### config.mk
export PLATFORM = sky130hd
export DESIGN_NAME = sync_counter4
export DESIGN_NICKNAME = d
export VERILOG_FILES = /design/src/rtl/sync_counter4.sv
export SDC_FILE = /design/constraint.sdc
export NUM_CORES = 1
export LEC_CHECK = 0
export ABC_AREA = 1
export CELL_PAD_IN_SITES_DETAIL_PLACEMENT = 1
export CELL_PAD_IN_SITES_GLOBAL_PLACEMENT = 1
export CORE_MARGIN = 1.5
export CORE_UTILIZATION = 23
export DETAILED_ROUTE_END_ITERATION = 8
export GPL_ROUTABILITY_DRIVEN = 1
export MAX_ROUTING_LAYER = met4
export PLACE_DENSITY = 0.72
export SETUP_SLACK_MARGIN = 0.1
export SLEW_MARGIN = 20
export SYNTH_ARGS = -nofsm -noshare
export SYNTH_HDL_FRONTEND = slang
export SYNTH_SLANG_ARGS = --single-unit
export TNS_END_PERCENT = 30
### constraint.sdc
create_clock -name CLK -period 1.35 [get_ports CLK]
set_input_delay 0.135 -clock CLK [delete_from_list [all_inputs] [get_ports CLK]]
set_output_delay 0.135 -clock CLK [all_outputs]
set_load 0.03 [all_outputs]
### src/rtl/sync_counter4.sv
// sync_counter4 -- cascadable synchronous up/down counter with parallel load.
// Q is the only state. TC is a combinational terminal-count flag and is also
// the carry-out. Feed it to the EN of the next stage to build wider counters.

module sync_counter4 #(
   parameter int WIDTH = 4
) (
   input  logic             CLK,
   input  logic             RST,
   input  logic             EN,
   input  logic             LD,
   input  logic             UP,
   input  logic [WIDTH-1:0] D,
   output logic [WIDTH-1:0] Q,
   output logic             TC
);

   // Reject widths outside the supported range when the design is elaborated.
   if ((WIDTH < 2) || (WIDTH > 8)) begin : g_width_check
      $error("sync_counter4: WIDTH must be in 2..8");
   end

   localparam logic [WIDTH-1:0] ALL_ONES = {WIDTH{1'b1}};
   localparam logic [WIDTH-1:0] ALL_ZERO = {WIDTH{1'b0}};
   localparam logic [WIDTH-1:0] ONE      = {{(WIDTH-1){1'b0}}, 1'b1};

   logic [WIDTH-1:0] q_r;
   logic [WIDTH-1:0] next_q_s;
   logic             at_max_s;
   logic             at_min_s;
   logic             tc_s;

   // All-ones detect written as a flat AND. The tool maps it to a shallow
   // NAND/NOR tree, which is at most two levels for these widths.
   function automatic logic detect_all_ones(input logic [WIDTH-1:0] v);
      logic acc;
      acc = 1'b1;
      for (int i = 0; i < WIDTH; i++) begin
         acc = acc & v[i];
      end
      return acc;
   endfunction

   // All-zeros detect, the mirror of detect_all_ones.
   function automatic logic detect_all_zero(input logic [WIDTH-1:0] v);
      logic acc;
      acc = 1'b1;
      for (int i = 0; i < WIDTH; i++) begin
         acc = acc & ~v[i];
      end
      return acc;
   endfunction

   // Modular step in either direction. Wrap-around needs no special case.
   function automatic logic [WIDTH-1:0] step(input logic [WIDTH-1:0] v,
                                             input logic             up);
      logic [WIDTH-1:0] r;
      if (up) begin
         r = v + ONE;
      end else begin
         r = v - ONE;
      end
      return r;
   endfunction

   // Next-count selection. Load wins over counting. LD=0 with EN=0 holds Q.
   always_comb begin
      next_q_s = q_r;
      case ({LD, EN})
         2'b10, 2'b11: next_q_s = D;
         2'b01:        next_q_s = step(q_r, UP);
         2'b00:        next_q_s = q_r;
         default:      next_q_s = q_r;
      endcase
   end

   // Count register. Reset is asynchronous and clears the count at once.
   always_ff @(posedge CLK or posedge RST) begin
      if (RST) begin
         q_r <= ALL_ZERO;
      end else begin
         q_r <= next_q_s;
      end
   end

   // Terminal count uses only EN, UP and the current count, never LD or D,
   // so a cascade of stages ripples through combinational carry only.
   always_comb begin
      at_max_s = detect_all_ones(q_r);
      at_min_s = detect_all_zero(q_r);
      if (UP) begin
         tc_s = EN & at_max_s;
      end else begin
         tc_s = EN & at_min_s;
      end
   end

   assign Q  = q_r;
   assign TC = tc_s;

endmodule
==> results of run 1 <==
[cells by family (layout without fill, tap and decap cells)]
logic type	after synthesis	after routing	synth area share
and+or+nand+nor	24	24	0.308
AOI/OAI and AO/OA	7	7	0.138
buffers and inverters	7	32	0.0808
DFF	4	4	0.308
adders and majority gates	3	3	0.138
xor gates and xnor gates	1	1	0.0269
[cell usage after synthesis]
master | n | area, um2
a21oi_1 | 2 | 10.0
a22oi_1 | 2 | 15.0
dfrtp_1 | 4 | 100
fa_1 | 1 | 20.0
ha_1 | 2 | 25.0
inv_1 | 7 | 26.3
nand2_1 | 16 | 60.1
nand3_1 | 4 | 20.0
nor2_1 | 2 | 7.51
o211ai_1 | 2 | 15.0
o21ai_0 | 1 | 5.00
or2_2 | 1 | 6.26
or3_1 | 1 | 6.26
xnor2_1 | 1 | 8.76
[routing by layer]
metal / share of wire / wire, um / GRT usage / vias up
met5: 0 / 0 / - / -
met4: 0.015 / 16 / 0.100 / 0
met3: 0.026 / 28 / 0 / 2
met2: 0.48 / 513 / 0.258 / 9
met1: 0.48 / 511 / 0.207 / 179
li1: - / - / - / 200
[final cells by class]
cell class	count	area [um2]
fillers	167	711
multi-input cells	35	240
repair buffers	21	191
flip-flops and latches	4	104
clock buffers	4	26.3
inverters	7	26.3
well taps	15	18.8
[power by group through the flow]
stage	sequential, mW	clock (mW)	combinational, mW
2_1_floorplan	0.199	0	0.122
6_report	0.161	0.167	0.306
5_1_grt	0.163	0.174	0.334
3_5_place_dp	0.173	0	0.267
4_1_cts	0.168	0.173	0.279
3_3_place_gp	0.173	0	0.258
[through the flow]
| step | setup TNS, ns | instances | setup WS (ns) |
|---|---|---|---|
| after global placement | -0.660 | 78 | -0.227 |
| after global routing | -0.184 | 86 | -0.133 |
| final | -0.107 | 86 | -0.107 |
| after CTS | -0.150 | 84 | -0.139 |
| after floorplan | 0 | 46 | 0.0720 |
| after detailed placement | -0.805 | 78 | -0.242 |
[worst min path at each step]
stage | from | to | slack (ns) | cells after the start
3_5_place_dp | RST | Q[3] | 0.34 | 2
2_1_floorplan | RST | Q[3] | -0.1 | 1
4_1_cts | RST | Q[0] | 0.08 | 2
6_report | RST | Q[0] | 0.08 | 2
5_1_grt | RST | Q[0] | 0.09 | 2
3_3_place_gp | RST | Q[3] | 0.32 | 2
[timing repair]
action                                  in CTS  in global routing
endpoints found under the setup margin       8                  5
gates resized for setup                      8                  5
pin swaps                                    3                  2
hold buffers                                 0                  0
setup buffers                                2                  2
==> qor.txt, run 1 <==
Outcome -> finished with violations
Failing checks -> setup timing
Crit path max fanout -> 4
Initial Utilization -> 0.247
Total die area -> 0.00165 mm2
Clock power share -> 0.264
Worst Setup End Kind -> primary output
Max-cap violation count -> 0
TritonCTS Buffers -> 3
Antenna viol nets, final -> 0
CP arrival -> 1.32 ns
DRT Pass-1 Iters -> 4
Reg-to-Reg End -> Q[3]
Clock Pin Slew Worst Setup and Hold Paths -> 0.04 ns
Rows -> 13
Area Overhead vs Synth -> 86.5%
First-pass GRT wire length -> 1.66 mm
Congestion Overflow GR -> 0
Core Region -> 0.00132 mm2
Ports -> 14
Finished Core Util -> 0.461
Reg2reg path depth -> 7
Routed length per instance -> 12.4 um
Final net count -> 84
Final worst-path cycle share -> 1.08
Fin Hold WS -> 0.0754 ns
Worst path max stage delay -> 0.42 ns
Seq cells post-synth -> 4
Worst setup path end -> TC
LEAKAGE -> 0.298 nW
Yosys Warn Count -> 0
Worst skew pair latency -> 0.24 ns
Worst Setup Path Type -> flip-flop to primary output
Most common cell after layout, fill and taps aside -> nand2_1
Pwr dens -> 1040 mW/mm2
Max transition margin -> 0.800
R2R setup slack -> 0.01 ns
DRC Markers -> 0
Worst-path cell chain -> or3_4 > a21oi_4 > buf_6
Slew @ Worst Pin -> 0.302 ns
DIE HEIGHT -> 40.6 um
Global-route usage over all layers -> 0.163
Tot Pwr -> 0.634 mW
Number of global-route vias before repair -> 382
GPL Wtd Cong -> 0.787
Net Sw Power -> 0.230 mW
Iter 0 DRT Violations -> 3
Max reg flops -> 4
CTS Sinks -> 4
Unique cell type count in the Yosys netlist -> 14
Seq pwr share -> 0.253
Crit path max-delay family -> flip-flops
Final Slew Violations -> 0
Routed wire length -> 1.07 mm
Largest net degree at the start of global routing -> 9
VDD IR-drop max -> 0.374 mV
PortBufs -> 13
Slowest cell on the critical path -> dfrtp_2
Routed via count -> 390
Worst r2r src -> Q[2]
Max frequency -> 686 MHz
Root buffer cell -> clkbuf_4
Critical Path Start Type -> flip-flop
Comb pwr share -> 0.483
Avg Cell Area, Syn -> 7.07 um2
Sw Share -> 0.362
# diodes -> 0
Fin area -> 607 um2
Setup ws final -> -0.107 ns
Area of the mapped netlist -> 325 um2
Die W -> 40.6 um
Most frequent cells in the layout -> nand2_1 (14), inv_1 (7), clkdlybuf4s50_1 (7), buf_4 (7), dlygate4sd2_1 (4)
Critical path origin -> Q[2]
Hold Crit Class -> input pin to asynchronous set/reset pin
Syn_nets -> 58
TritonCTS clock tree -> done
WP buf/inv -> 1
RSZ-0062 raised after global routing -> true
Sequential share of the synthesized area -> 0.308
# setup viols final -> 1
Initial antenna violation count -> 0
Crit path depth -> 3
Internal power -> 0.404 mW
Fin. Hold Viols -> 0
H-tree depth -> 1
Dpl cell area -> 537 um2
Vias/cell -> 4.53
DP HPWL -> 854 um
Ratio of cells with drive above 1 in the final layout -> 0.324
Worst EP required -> 1.22 ns
Synth Instances -> 46
Post-layout min period -> 1.46 ns
Clock Path Buffers -> 2
Clock skew -> 0.00693 ns
Note: power is estimated with default switching activity, not from simulation.
==> run 2: changes to the inputs <==
--- a/config.mk
+++ b/config.mk
@@ -12,6 +12,7 @@
 export CORE_UTILIZATION = 23
 export DETAILED_ROUTE_END_ITERATION = 8
 export GPL_ROUTABILITY_DRIVEN = 1
+export HOLD_SLACK_MARGIN = 0.12
 export MAX_ROUTING_LAYER = met4
 export PLACE_DENSITY = 0.72
 export SETUP_SLACK_MARGIN = 0.1
==> constraint.sdc (replaced) <==
create_clock -name CLK -period 1.3 [get_ports CLK]
set_input_delay 0.13 -clock CLK [delete_from_list [all_inputs] [get_ports CLK]]
set_output_delay 0.13 -clock CLK [all_outputs]
set_load 0.03 [all_outputs]
==> qor.txt, run 2 (synthesized netlist as in run 1, its figures left out) <==
CTS Sinks -> 4 (unchanged)
Worst-path cell chain -> or3_4 > a21oi_4 > buf_6
Worst Setup Path Type -> flip-flop to primary output
Setup ws final -> -0.140 ns (-0.0331 ns)
Area Overhead vs Synth -> 89.6%
First-pass GRT wire length -> 1.88 mm (+13%)
Finished Core Util -> 0.468 (+0.00760)
Clock Pin Slew Worst Setup and Hold Paths -> 0.05 ns (about the same)
Post-layout min period -> 1.44 ns
H-tree depth -> 1 (unchanged)
Antenna viol nets, final -> 0 (unchanged)
Routed length per instance -> 14.1 um (+14%)
LEAKAGE -> 0.305 nW (+2.3%)
Worst Setup End Kind -> primary output
Clock Path Buffers -> 2 (unchanged)
TritonCTS Buffers -> 3 (unchanged)
Ports -> 14 (unchanged)
Congestion Overflow GR -> 0 (unchanged)
Initial antenna violation count -> 0 (unchanged)
Crit path max fanout -> 3 (-1)
Core Region -> 0.00132 mm2 (unchanged)
VDD IR-drop max -> 0.426 mV (+14%)
Rows -> 13 (unchanged)
Outcome -> finished with violations
DP HPWL -> 820 um (-3.9%)
Die W -> 40.6 um (unchanged)
Max reg flops -> 4 (unchanged)
Max frequency -> 694 MHz
Pwr dens -> 1100 mW/mm2 (+5.3%)
Routed via count -> 411 (+5.4%)
Initial Utilization -> 0.247 (unchanged)
Post-place setup slack -> -0.297 ns (-0.0551 ns)
Worst path max stage delay -> 0.42 ns (about the same)
Routed wire length -> 1.26 mm (+18%)
Reg2reg path depth -> 7 (unchanged)
Most frequent cells in the layout -> nand2_1 (16), buf_4 (9), inv_1 (7), clkdlybuf4s50_1 (7)
Max transition margin -> 0.806 (+0.00635)
Number of global-route vias before repair -> 423 (+11%)
Most common cell after layout, fill and taps aside -> nand2_1
Total die area -> 0.00165 mm2 (unchanged)
Critical Path Start Type -> flip-flop
Clock skew -> 0.00205 ns (-0.00488 ns)
Hold Crit Class -> input pin to flip-flop
Global-route usage over all layers -> 0.196 (+0.0339)
DRC Markers -> 0 (unchanged)
Ratio of cells with drive above 1 in the final layout -> 0.324 (+0.000381)
Hold Path Depth -> 3
Max-cap violation count -> 0 (unchanged)
RSZ-0062 raised after global routing -> true
Worst EP required -> 1.17 ns (-0.05 ns)
DRT Pass-1 Iters -> 2 (-2)
Slew @ Worst Pin -> 0.290 ns (-0.0118 ns)
Slowest cell on the critical path -> dfrtp_2
Final worst-path cycle share -> 1.11
DIE HEIGHT -> 40.6 um (unchanged)
Root buffer cell -> clkbuf_4
Fin. Hold Viols -> 0 (unchanged)
# diodes -> 0 (unchanged)
Largest net degree at the start of global routing -> 7 (-2)
Final net count -> 87 (+3.6%)
GPL Wtd Cong -> 0.748 (-5.0%)
Vias/cell -> 4.62 (+1.8%)
Iter 0 DRT Violations -> 10 (+7)
TritonCTS clock tree -> done
Failing checks -> setup timing
# setup viols final -> 2 (+1)
CP arrival -> 1.31 ns (about the same)
Final Slew Violations -> 0 (unchanged)
Worst skew pair latency -> 0.25 ns (about the same)
PortBufs -> 13 (unchanged)
run 2: cell types whose count changed in the layout (fill, tap and decap cells not counted):
| cell | change |
|---|---|
| buf_4 | +2 |
| clkbuf_2 | +2 |
| nand2_1 | +2 |
| nand2_2 | -2 |
| buf_6 | -1 |
| dlygate4sd2_1 | -1 |
| dlygate4sd3_1 | +1 |
run 2: critical path, delay by kind of cell (launching register included):
kind                   cells  cell delay (ns)
DFF                        1             0.42
and+or+nand+nor            1             0.38
buffers and inverters      1             0.14
AOI/OAI and AO/OA          1             0.13
run 2: power by group:
part | internal, mW | switching (mW)
Sequential | 0.144 | 0.0185
Combinational | 0.159 | 0.167
Clock | 0.117 | 0.0732
Total | 0.420 | 0.258
run 2: final cells by class:
cell class,count,area [um2]
clock buffers,4,26.3
repair buffers,24,206
flip-flops and latches,4,104
fillers,163,701
well taps,15,18.8
multi-input cells,35,235
inverters,7,26.3
run 2: final timing paths:
path / startpoint / endpoint / slack (ns)
min in group asynchronous: RST / Q[1] / 0.63
hold / removal: D[0] / Q[0] / 0.49
hold reg to reg: Q[3] / Q[3] / 0.67
setup reg to reg: Q[2] / Q[3] / -0.09
setup / recovery: Q[2] / TC / -0.14
max in group asynchronous: RST / Q[2] / 0.51
run 2: metrics by stage:
step	instances	hold slack, ns	TNS [ns]	power, mW	instance area [um2]
global placement	80	0.318	-0.789	0.459	552
floorplan	46	-0.104	0	0.334	360
CTS	88	0.484	-0.253	0.671	613
global route	89	0.499	-0.384	0.722	617
detailed placement	80	0.321	-0.871	0.465	552
finish	89	0.487	-0.226	0.679	617
run 2: timing repair:
item                       CTS  global route
hold endpoints to repair     4             0
buffers inserted             3             1
setup endpoints to repair    8             7
hold buffers                 1             0
gates cloned                 0             0
gates resized for setup      9             4
pin swaps                    3             0
run 2: metal layers:
metal / wire (um) / track usage / vias up
met2: 653 / 0.306 / 9
li1: - / - / 204
met5: 0 / - / -
met3: 34 / 0.0326 / 0
met4: 0 / 0.150 / 0
met1: 571 / 0.224 / 198
==> run 3: changes to the inputs <==
==> constraint.sdc (replaced) <==
create_clock -name CLK -period 1.3 [get_ports CLK]
set_input_delay 0.13 -clock CLK [delete_from_list [all_inputs] [get_ports CLK]]
set_output_delay 0.13 -clock CLK [all_outputs]
set_load 0.01 [all_outputs]
==> qor.txt, run 3 (synthesized netlist as in run 1, its figures left out) <==
Number of global-route vias before repair -> 407 (-3.8%)
Hold Path Depth -> 3 (unchanged)
Fin Hold WS -> 0.468 ns (-0.0182 ns)
WP buf/inv -> 1 (unchanged)
Worst path max stage delay -> 0.41 ns (about the same)
Routed wire length -> 1.18 mm (-6.2%)
PortBufs -> 13 (unchanged)
Hold Crit Class -> input pin to flip-flop
Slew @ Worst Pin -> 0.245 ns (-0.0454 ns)
Reg2reg path depth -> 7 (unchanged)
DRT Pass-1 Iters -> 3 (+1)
Global-route usage over all layers -> 0.178 (-0.0186)
CP arrival -> 1.26 ns (-0.05 ns)
Sw Share -> 0.335 (-0.0453)
Failing checks -> setup timing
Fin Setup TNS -> -0.119 ns (+0.107 ns)
Worst Setup Path Type -> flip-flop to primary output
Seq pwr share -> 0.244 (+0.004)
Ports -> 14 (unchanged)
Fillers -> 178 (+9.2%)
Worst r2r src -> Q[2]
Multi-input gate area in the final layout -> 231 um2 (-1.6%)
Net Sw Power -> 0.215 mW (-17%)
Die W -> 40.6 um (unchanged)
Routed length per instance -> 13.1 um (-7.2%)
Clock Path Buffers -> 2 (unchanged)
Post-place setup slack -> -0.398 ns (-0.101 ns)
H-tree depth -> 1 (unchanged)
Worst Setup End Kind -> primary output
Final Slew Violations -> 0 (unchanged)
Max-cap violation count -> 0 (unchanged)
Initial antenna violation count -> 0 (unchanged)
Max transition margin -> 0.836 (+0.0304)
Finished Core Util -> 0.481 (+0.0123)
GPL Wtd Cong -> 0.759 (+1.5%)
TritonCTS clock tree -> done
Rows -> 13 (unchanged)
First-pass GRT wire length -> 1.73 mm (-8.4%)
DP HPWL -> 832 um (+1.4%)
Critical path origin -> Q[2]
Largest net degree at the start of global routing -> 8 (+1)
Tot Pwr -> 0.642 mW (-5.5%)
Slowest cell on the critical path -> dfrtp_2
Ratio of cells with drive above 1 in the final layout -> 0.333 (+0.00901)
Hold_sp -> D[1]
Placed insts -> 82 (+2.5%)
Fin area -> 633 um2 (+2.6%)
Congestion Overflow GR -> 0 (unchanged)
Critical Path Start Type -> flip-flop
Iter 0 DRT Violations -> 8 (-2)
Clock skew -> 0.00412 ns (+0.00207 ns)
Max reg flops -> 4 (unchanged)
TritonCTS Buffers -> 3 (unchanged)
CTS Sinks -> 4 (unchanged)
DRC Markers -> 0 (unchanged)
Final non-filler cell total -> 90 (+1.1%)
DIE HEIGHT -> 40.6 um (unchanged)
Post-layout min period -> 1.39 ns (-0.0541 ns)
Initial Utilization -> 0.247 (unchanged)
Final worst-path cycle share -> 1.07 (-0.0416)
Internal power -> 0.427 mW (+1.4%)
Clock power share -> 0.256 (-0.024)
Worst EP required -> 1.17 ns (about the same)
# setup viols final -> 2 (unchanged)
VDD IR-drop max -> 0.372 mV (-13%)
Total die area -> 0.00165 mm2 (unchanged)
Dpl cell area -> 567 um2 (+2.7%)
Root buffer cell -> clkbuf_4
Area Overhead vs Synth -> 94.6%
Crit path max-delay family -> flip-flops
# diodes -> 0 (unchanged)
Final net count -> 89 (+2.3%)
Most frequent cells in the layout -> nand2_1 (15), buf_4 (10), clkdlybuf4s50_1 (7), inv_1 (6)
Comb pwr share -> 0.500 (+0.020)
LEAKAGE -> 0.316 nW (+3.5%)
Setup ws final -> -0.0863 ns (+0.0541 ns)
Worst skew pair latency -> 0.25 ns (about the same)
Outcome -> finished with violations
Vias/cell -> 4.72 (+2.3%)
Core Region -> 0.00132 mm2 (unchanged)
Register Area -> 103 um2 (-1.2%)
Most common cell after layout, fill and taps aside -> nand2_1
Pwr dens -> 1010 mW/mm2 (-7.9%)
Crit path max fanout -> 2 (-1)
Antenna viol nets, final -> 0 (unchanged)
Crit path depth -> 3 (unchanged)
Routed via count -> 425 (+3.4%)
Worst-path cell chain -> or3_1 > a21oi_1 > buf_2
Max frequency -> 721 MHz (+3.9%)
Fin. Hold Viols -> 0 (unchanged)
RSZ-0062 raised after global routing -> true
Clock Pin Slew Worst Setup and Hold Paths -> 0.04 ns (about the same)
run 3: power groups by stage:
stage	Combinational (mW)	Sequential [mW]	Clock (mW)
after floorplan	0.115	0.180	0
after global placement	0.278	0.160	0
after detailed placement	0.284	0.161	0
after CTS	0.290	0.156	0.163
after global routing	0.353	0.158	0.162
final	0.321	0.157	0.164
run 3: area by class of cell:
class | instances | share of cell area
clock buffer | 3 | 0.0356
inverter | 7 | 0.0415
multi-input combinational | 35 | 0.366
sequential | 4 | 0.162
tap | 15 | 0.0296
timing repair buffer | 26 | 0.366
run 3: what timing repair did:
item,in CTS,in global routing
hold buffers,1,0
endpoints found under the setup margin,8,7
gates resized for setup,11,5
endpoints found under the hold margin,4,0
pin swaps,0,2
buffers inserted,2,2
run 3: per-layer routing:
metal	part of all wire	GRT usage	vias up
met5	0	-	-
met4	0.014	0.125	0
met3	0.042	0.0326	3
met2	0.51	0.278	15
met1	0.43	0.204	197
li1	-	-	210
run 3: path summary, 6_finish.rpt:
| check | to | slack, ns |
|---|---|---|
| setup / recovery | TC | -0.09 |
| hold / removal | Q[1] | 0.47 |
| setup reg to reg | Q[3] | -0.03 |
| hold reg to reg | Q[3] | 0.63 |
| max in group asynchronous | Q[0] | 0.50 |
| min in group asynchronous | Q[3] | 0.63 |
run 3: tightest hold or removal path: cells and delay by family:
kind	cells	cell delay (ns)
buffers and inverters	1	0.39
AND/OR/NAND/NOR	2	0.14
